File: config.mk
export PLATFORM = sky130hd
export DESIGN_NAME = ring_phase_monitor
export DESIGN_NICKNAME = d
export VERILOG_FILES = /design/src/rtl/ring_phase_monitor.sv
export SDC_FILE = /design/constraint.sdc
export NUM_CORES = 1
export LEC_CHECK = 0
export BUFFER_PORTS_ARGS = -buffer_cell sky130_fd_sc_hd__buf_2
export CAP_MARGIN = 5
export CORE_ASPECT_RATIO = 0.7
export CORE_MARGIN = 5
export CORE_UTILIZATION = 30
export DETAILED_ROUTE_END_ITERATION = 7
export PLACE_DENSITY = 0.56
export SETUP_SLACK_MARGIN = 0.4
export SLEW_MARGIN = 0
export SYNTH_ARGS = -nofsm -noshare
export SYNTH_HDL_FRONTEND = slang
export SYNTH_SLANG_ARGS = --single-unit
export TNS_END_PERCENT = 20
File: constraint.sdc
create_clock -name in_clk -period 2.3 [get_ports in_clk]
set_clock_uncertainty 0.05 [all_clocks]
set_input_delay 0.345 -clock in_clk [delete_from_list [all_inputs] [get_ports in_clk]]
set_output_delay 0.345 -clock in_clk [all_outputs]
set_load 0.1 [all_outputs]
File: src/rtl/ring_phase_monitor.sv
// Watches a 4-bit one-hot ring counter, reports its phase, counts completed
// rotations and latches the first sequencing error until software clears it.
module ring_phase_monitor #(
  parameter int ROT_W = 8
) (
  input  logic             in_clk,
  input  logic             in_rst_n,
  input  logic [3:0]       in_q,
  input  logic             in_clr_err,
  output logic [1:0]       o_phase,
  output logic             o_valid,
  output logic [ROT_W-1:0] o_rot_cnt,
  output logic             o_err,
  output logic [1:0]       o_err_code,
  output logic [1:0]       o_state
);

  typedef enum logic [1:0] {
    IDLE  = 2'd0,
    LOCK  = 2'd1,
    TRACK = 2'd2,
    ERROR = 2'd3
  } state_t;

  localparam logic [1:0] CODE_NONE    = 2'b00;
  localparam logic [1:0] CODE_NOT_ONE = 2'b01;
  localparam logic [1:0] CODE_SKIP    = 2'b10;

  state_t     state;
  logic [3:0] prev_q;

  logic       one_hot;
  logic       is_hold;
  logic       is_adv;
  logic       is_wrap;
  logic [1:0] enc;

  // Handshake: o_valid qualifies o_phase for the sample taken on the previous
  // edge; there is no back-pressure, so every cycle produces a fresh result.
  always_comb begin
    one_hot = (in_q != 4'b0000) && ((in_q & (in_q - 4'd1)) == 4'b0000);
    is_hold = (in_q == prev_q);
    is_adv  = (in_q == {prev_q[2:0], prev_q[3]});
    is_wrap = (prev_q == 4'b1000) && (in_q == 4'b0001);
    enc     = 2'd0;
    case (in_q)
      4'b0010: enc = 2'd1;
      4'b0100: enc = 2'd2;
      4'b1000: enc = 2'd3;
      default: enc = 2'd0;
    endcase
  end

  always_ff @(posedge in_clk or negedge in_rst_n) begin
    if (!in_rst_n) begin
      state      <= IDLE;
      prev_q     <= 4'b0000;
      o_phase    <= 2'd0;
      o_valid    <= 1'b0;
      o_rot_cnt  <= '0;
      o_err      <= 1'b0;
      o_err_code <= CODE_NONE;
    end else begin
      case (state)
        IDLE: begin
          // Garbage before the ring starts is tolerated, not flagged.
          if (one_hot) begin
            state   <= LOCK;
            prev_q  <= in_q;
            o_phase <= enc;
            o_valid <= 1'b1;
          end else begin
            o_valid <= 1'b0;
          end
        end
        LOCK, TRACK: begin
          if (!one_hot) begin
            state      <= ERROR;
            o_valid    <= 1'b0;
            o_err      <= 1'b1;
            o_err_code <= CODE_NOT_ONE;
          end else if (is_hold) begin
            o_valid <= 1'b1;
          end else if (is_adv) begin
            state   <= TRACK;
            prev_q  <= in_q;
            o_phase <= enc;
            o_valid <= 1'b1;
            if (state == TRACK && is_wrap) begin
              o_rot_cnt <= o_rot_cnt + 1'b1;
            end
          end else begin
            state      <= ERROR;
            o_valid    <= 1'b0;
            o_err      <= 1'b1;
            o_err_code <= CODE_SKIP;
          end
        end
        ERROR: begin
          // Sample is not classified here; phase and count stay frozen.
          o_valid <= 1'b0;
          if (in_clr_err) begin
            state      <= IDLE;
            o_err      <= 1'b0;
            o_err_code <= CODE_NONE;
          end
        end
        default: state <= IDLE;
      endcase
    end
  end

  assign o_state = state;

endmodule

## After elaboration in Yosys (flattened, before gate mapping)

Cells that the tools add are included.
Widths: inputs -> output; s select.

| storage, ports and cells | value |
|---|---|
| flip-flop bits (word level) | 20 |
| output and inout port bits | 16 |

| operators by class | value |
|---|---|
| muxes and demuxes | 31 |
| bitwise logic cells | 2 |
| eq/ne operators | 17 |
| add/subtract/negate cells | 2 |
| reduce and logical (&&, ||, !) cells | 13 |

Operator list:

| kind | number |
|---|---|
| $mux 2 | 11 |
| $mux 4 | 4 |
| $pmux 2 s3 | 2 |
| $ne 2x2->1 const B | 5 |
| $reduce_and 5->1 | 2 |
| $mux 1 | 9 |
| $add 8x1->8 const B | 1 |
| $eq 4x4->1 | 2 |
| $eq 4x4->1 const B | 2 |
| $pmux 2 s2 | 2 |
| $pmux 4 s2 | 1 |
| $ne 3x3->1 const B | 2 |
| $and 4x4->4 | 1 |
| $eq 2x2->1 const B | 2 |
| $eq 4x1->1 const B | 1 |
| $eq 4x2->1 const B | 1 |
| $eq 4x3->1 const B | 1 |
| $logic_not 4->1 | 1 |
| $reduce_and 4->1 | 1 |
| $reduce_bool 2->1 | 2 |
| $reduce_bool 4->1 | 1 |
| $sub 4x1->4 const B | 1 |
| $logic_and 1x1->1 | 3 |
| $pmux 1 s3 | 1 |
| 6 further kinds | 6 |

## Longest topological paths before layout

| depth | value |
|---|---|
| depth in word-level cells | 6 |
| mapped depth | 7 |
| depth with buffers taken out | 7 |

## Least setup slack after synthesis

Ideal clock, no wire load.

| timing path | value |
|---|---|
| path type | register to register |
| start point | reg state[0] (netlist: o_state[0]) |
| end point | reg o_rot_cnt[5] |
| arrival | 2.301 ns |
| period minus slack after synthesis | 2.513 ns |
| setup time | 0.162 ns |
| setup slack | -0.213 ns |
| cell stages (with the launch flop) | 7 |
| data required time | 2.088 ns |
| cells stage by stage | dfrtp_1 > inv_1 > ha_1 > clkbuf_1 > nand4bb_1 > nor3_1 > xor2_1 |

| between the ends | value |
|---|---|
| longest elaborated chain between the ends | 3 |

Ends and longest elaborated chain:

| what | RTL line | RTL |
|---|---|---|
| from (decl) | 29 | `state_t state;` |
| from (signal assigned) | 56 | `state <= IDLE;` |
| from (signal assigned) | 68 | `state <= LOCK;` |
| from (signal assigned) | 78 | `state <= ERROR;` |
| $eq 2x2->1 / $eq 2x1->1 (equally long branches) | 64, 89 |  |
| $reduce_or 2->1 / $logic_and 1x1->1 (equally long branches) | 64, 89 |  |
| $reduce_and 5->1 (no source line) (*) | - |  |
| to (signal assigned) | 90 | `o_rot_cnt <= o_rot_cnt + 1'b1;` |
| to (decl) | 12 | `output logic [ROT_W-1:0] o_rot_cnt,` |

Mark *: on every way between the ends. The rest lies on a longest branch, timed or not.
A chain may end at the register's enable or synchronous reset.

## Final worst setup path

Same ends and word-level chain as after synthesis.

==> impl_metrics.tcl <==
set metrics [dict create \
    run_status "complete, but fails checks" \
    violations "negative hold slack" \
    rows 19 \
    cp.arrival_ps 2010 \
    critical_path.cell_chain "inv_4 > ha_1 > nand2_1 > nor3_1 > nand4bb_1 > nor3_1 > xor2_1" \
    grt_overflow_total 0 \
    cts.clk_slew.worst_paths_ps 80 \
    r2r_start "o_state[0]$_DFFE_PN0P_" \
    maxSlewHeadroom_pct 67.7 \
    drive_above_1_share_pct 40.2 \
    fin_crit_ps 1870 \
    dieArea_um2 5290 \
    comb_power_share_pct 56.6 \
    layout.area.seq_um2 508 \
    cpMostUsedCell "nor3_1" \
    yosys_most_used_dff "dfrtp_1" \
    r2r-end "o_rot_cnt[5]$_DFFE_PN0P_" \
    dp_slack_ps 219 \
    synthCells 106 \
    synth_top_area_share_pct 42.6 \
    critPathLaunchType "flop" \
    startpoint "o_state[0]$_DFFE_PN0P_" \
    syn_area_per_cell_um2 11.1 \
    cts_tree "built" \
    routed_wl_mm 2.54 \
    grt_first_pass_wirelength_mm 4.17 \
    clkLatencyLatePin_ps 260 \
    synth_top_cell_by_area "dfrtp_1" \
    crit_path_top_delay_cell "dfrtp_4" \
    finalCritPeriodShare_pct 81.3 \
    chipWidth_um 84.8 \
    grt_usage_pct 9.78 \
    p_int_uw 955 \
    antenna_cells 0 \
    hold_viol_final 20 \
    nets 144 \
    final_core_util_pct 37.7 \
    worst-endpoint-required_ps 2440 \
    grt_setup_unrepaired "yes" \
    grt_max_degree 21 \
    ios 23 \
    p_sw_share_pct 49.8 \
    drc 0 \
    gp_congestion 0.805 \
    tightest_slew_ps 483 \
    clock_path_buffers 2 \
    placed_area_um2 1360 \
    stdcell_area_um2 1450 \
    tns_ps 0 \
    synth-edff-count 0 \
    grt_pass1_vias 856 \
    hp-class "in2async" \
    endpoint_kind "flop" \
    nFillCells 389 \
    viasPerCell 4.76 \
    maxSlewViolCount 0 \
    sequentialPowerShare_pct 28.9 \
    ys_warn_count 0 \
    fmax_ghz 0.535 \
    area_growth_pct 23.6 \
    ys_seq_elements 20 \
    root_buffer "clkbuf_8" \
    rrSetupSlack_ps 430 \
    cts-buffers-inserted 3 \
    ir_drop_uv 702 \
    yosysSeqAreaShare_pct 42.6 \
    cp.depth 7 \
    hold_buffers 0 \
    first_iter_violations 29 \
    cts_sinks 20 \
    cellLeakagePower_uw 0.000701 \
    p_sw_uw 949 \
    synth_cell_types 33 \
    critPathKind "reg2reg" \
    h-tree-depth 1 \
    crit_path_max_incr_delay_ps 500 \
    drt_first_pass_iters 4 \
    critical_path.top_delay_family "simple AND/OR/NAND/NOR gates" \
    syn_area_um2 1170 \
    via_count 875 \
    multi_input_area_um2 652 \
    synthTopCellsByArea "dfrtp_1 43%, xor2_1 8.2%, mux2_2 5.8%" \
    cp_max_fo 5 \
    pwr-share-clk_pct 14.5 \
    antenna_found_initial 0 \
    synth_most_common_cell "dfrtp_1" \
    timing.hold.ws_ps -24.4 \
    initial_core_util_pct 30.5 \
    worstRegToRegCells 7 \
    post_drt_wl_per_cell_um 13.8 \
    power_density_nw_per_um2 1310 \
    crit_end "o_rot_cnt[5]$_DFFE_PN0P_" \
    setup_viol 0 \
    synth_commonest_cells "20 x dfrtp_1, 11 x nand2_1, 11 x xor2_1" \
    die_h_um 62.4 \
    setup_slack_ps 430 \
    core_area_um2 3850 \
    synthArstFlopShare_pct 100 \
    drv_cap 0 \
    dpl.hpwl_mm 1.80 \
    cp_num_buf_inv 1 \
    numPortBuffers 22 \
    syn_nets 117 \
    postRouteAntennaNets 0 \
]
-- cell families (layout without fill, tap and decap cells) --
| kind of cell | Yosys count | in the layout | synth area share [%] |
|---|---|---|---|
| xor gates and xnor gates | 17 | 17 | 12.7 |
| AOI/OAI and AO/OA | 13 | 13 | 9.27 |
| muxes | 9 | 9 | 8.73 |
| and+or+nand+nor | 32 | 32 | 17.5 |
| buffers and inverters | 11 | 37 | 5.00 |
| adders and majority gates | 4 | 4 | 4.26 |
| DFF | 20 | 20 | 42.6 |
-- worst min path at each step --
stage | from | endpoint | slack [ps] | depth (start not counted)
floorplan | in_rst_n | o_err$_DFFE_PN0P_ | -0.6 | 0
detailed placement | in_rst_n | o_state[0]$_DFFE_PN0P_ | 290 | 1
global placement | in_rst_n | o_state[1]$_DFFE_PN0P_ | 270 | 1
finish | in_rst_n | o_state[0]$_DFFE_PN0P_ | -20 | 1
CTS | in_rst_n | o_state[0]$_DFFE_PN0P_ | 8 | 1
global route | in_rst_n | o_rot_cnt[7]$_DFFE_PN0P_ | 30 | 1
-- cell type report --
cell class | instances | share of cell area (%)
Multi-Input combinational cell | 75 | 44.9
Clock buffer | 4 | 3.79
Sequential cell | 20 | 35.0
Timing Repair Buffer | 27 | 10.2
Inverter | 6 | 1.72
Tap cell | 52 | 4.48
-- through the flow --
stage          power [µW]  cells
6_report             1900    184
5_1_grt              2020    184
4_1_cts              1900    180
3_5_place_dp         1620    176
3_3_place_gp         1610    176
2_1_floorplan        1440    106
-- power groups by stage --
stage	Clock (µW)	Sequential, µW	Combinational [µW]
2_1_floorplan	0	953	489
3_3_place_gp	0	559	1050
3_5_place_dp	0	561	1060
4_1_cts	284	554	1060
5_1_grt	300	567	1150
6_report	275	551	1080
-- layout by cell type (no fill, tap or decap), types with 2 or more instances in the layout --
cell type,n
nand2_1,11
a21oi_1,2
buf_4,5
xor2_1,11
buf_2,22
o21ai_0,2
mux2i_1,2
nor2_1,2
clkbuf_8,4
mux2_2,4
o22ai_1,2
dfrtp_4,2
xnor2_1,6
ha_1,3
or4b_4,2
inv_1,4
nor3_1,5
mux2_4,3
nand3_1,2
nand4_1,2
a22o_1,3
dfrtp_1,18
-- state kept, by name, summed over array words and instances, names as in the netlist --
register    cells
o_rot_cnt       8
o_phase         2
o_valid         1
o_err           1
o_state         2
o_err_code      2
prev_q          4
-- metal layers --
metal | GRT usage (%) | wire (µm) | up-vias
met5 | 0 | 0 | -
met4 | 1.19 | 8 | 0
met3 | 4.36 | 153 | 2
met2 | 14.8 | 1160 | 16
met1 | 13.2 | 1210 | 435
li1 | - | - | 422
-- what timing repair did --
action	CTS	global route
gates resized for setup	0	1
endpoints found under the setup margin	0	8
hold endpoints to repair	0	0
setup buffers	0	4
Power figures use the tool's default switching activity.
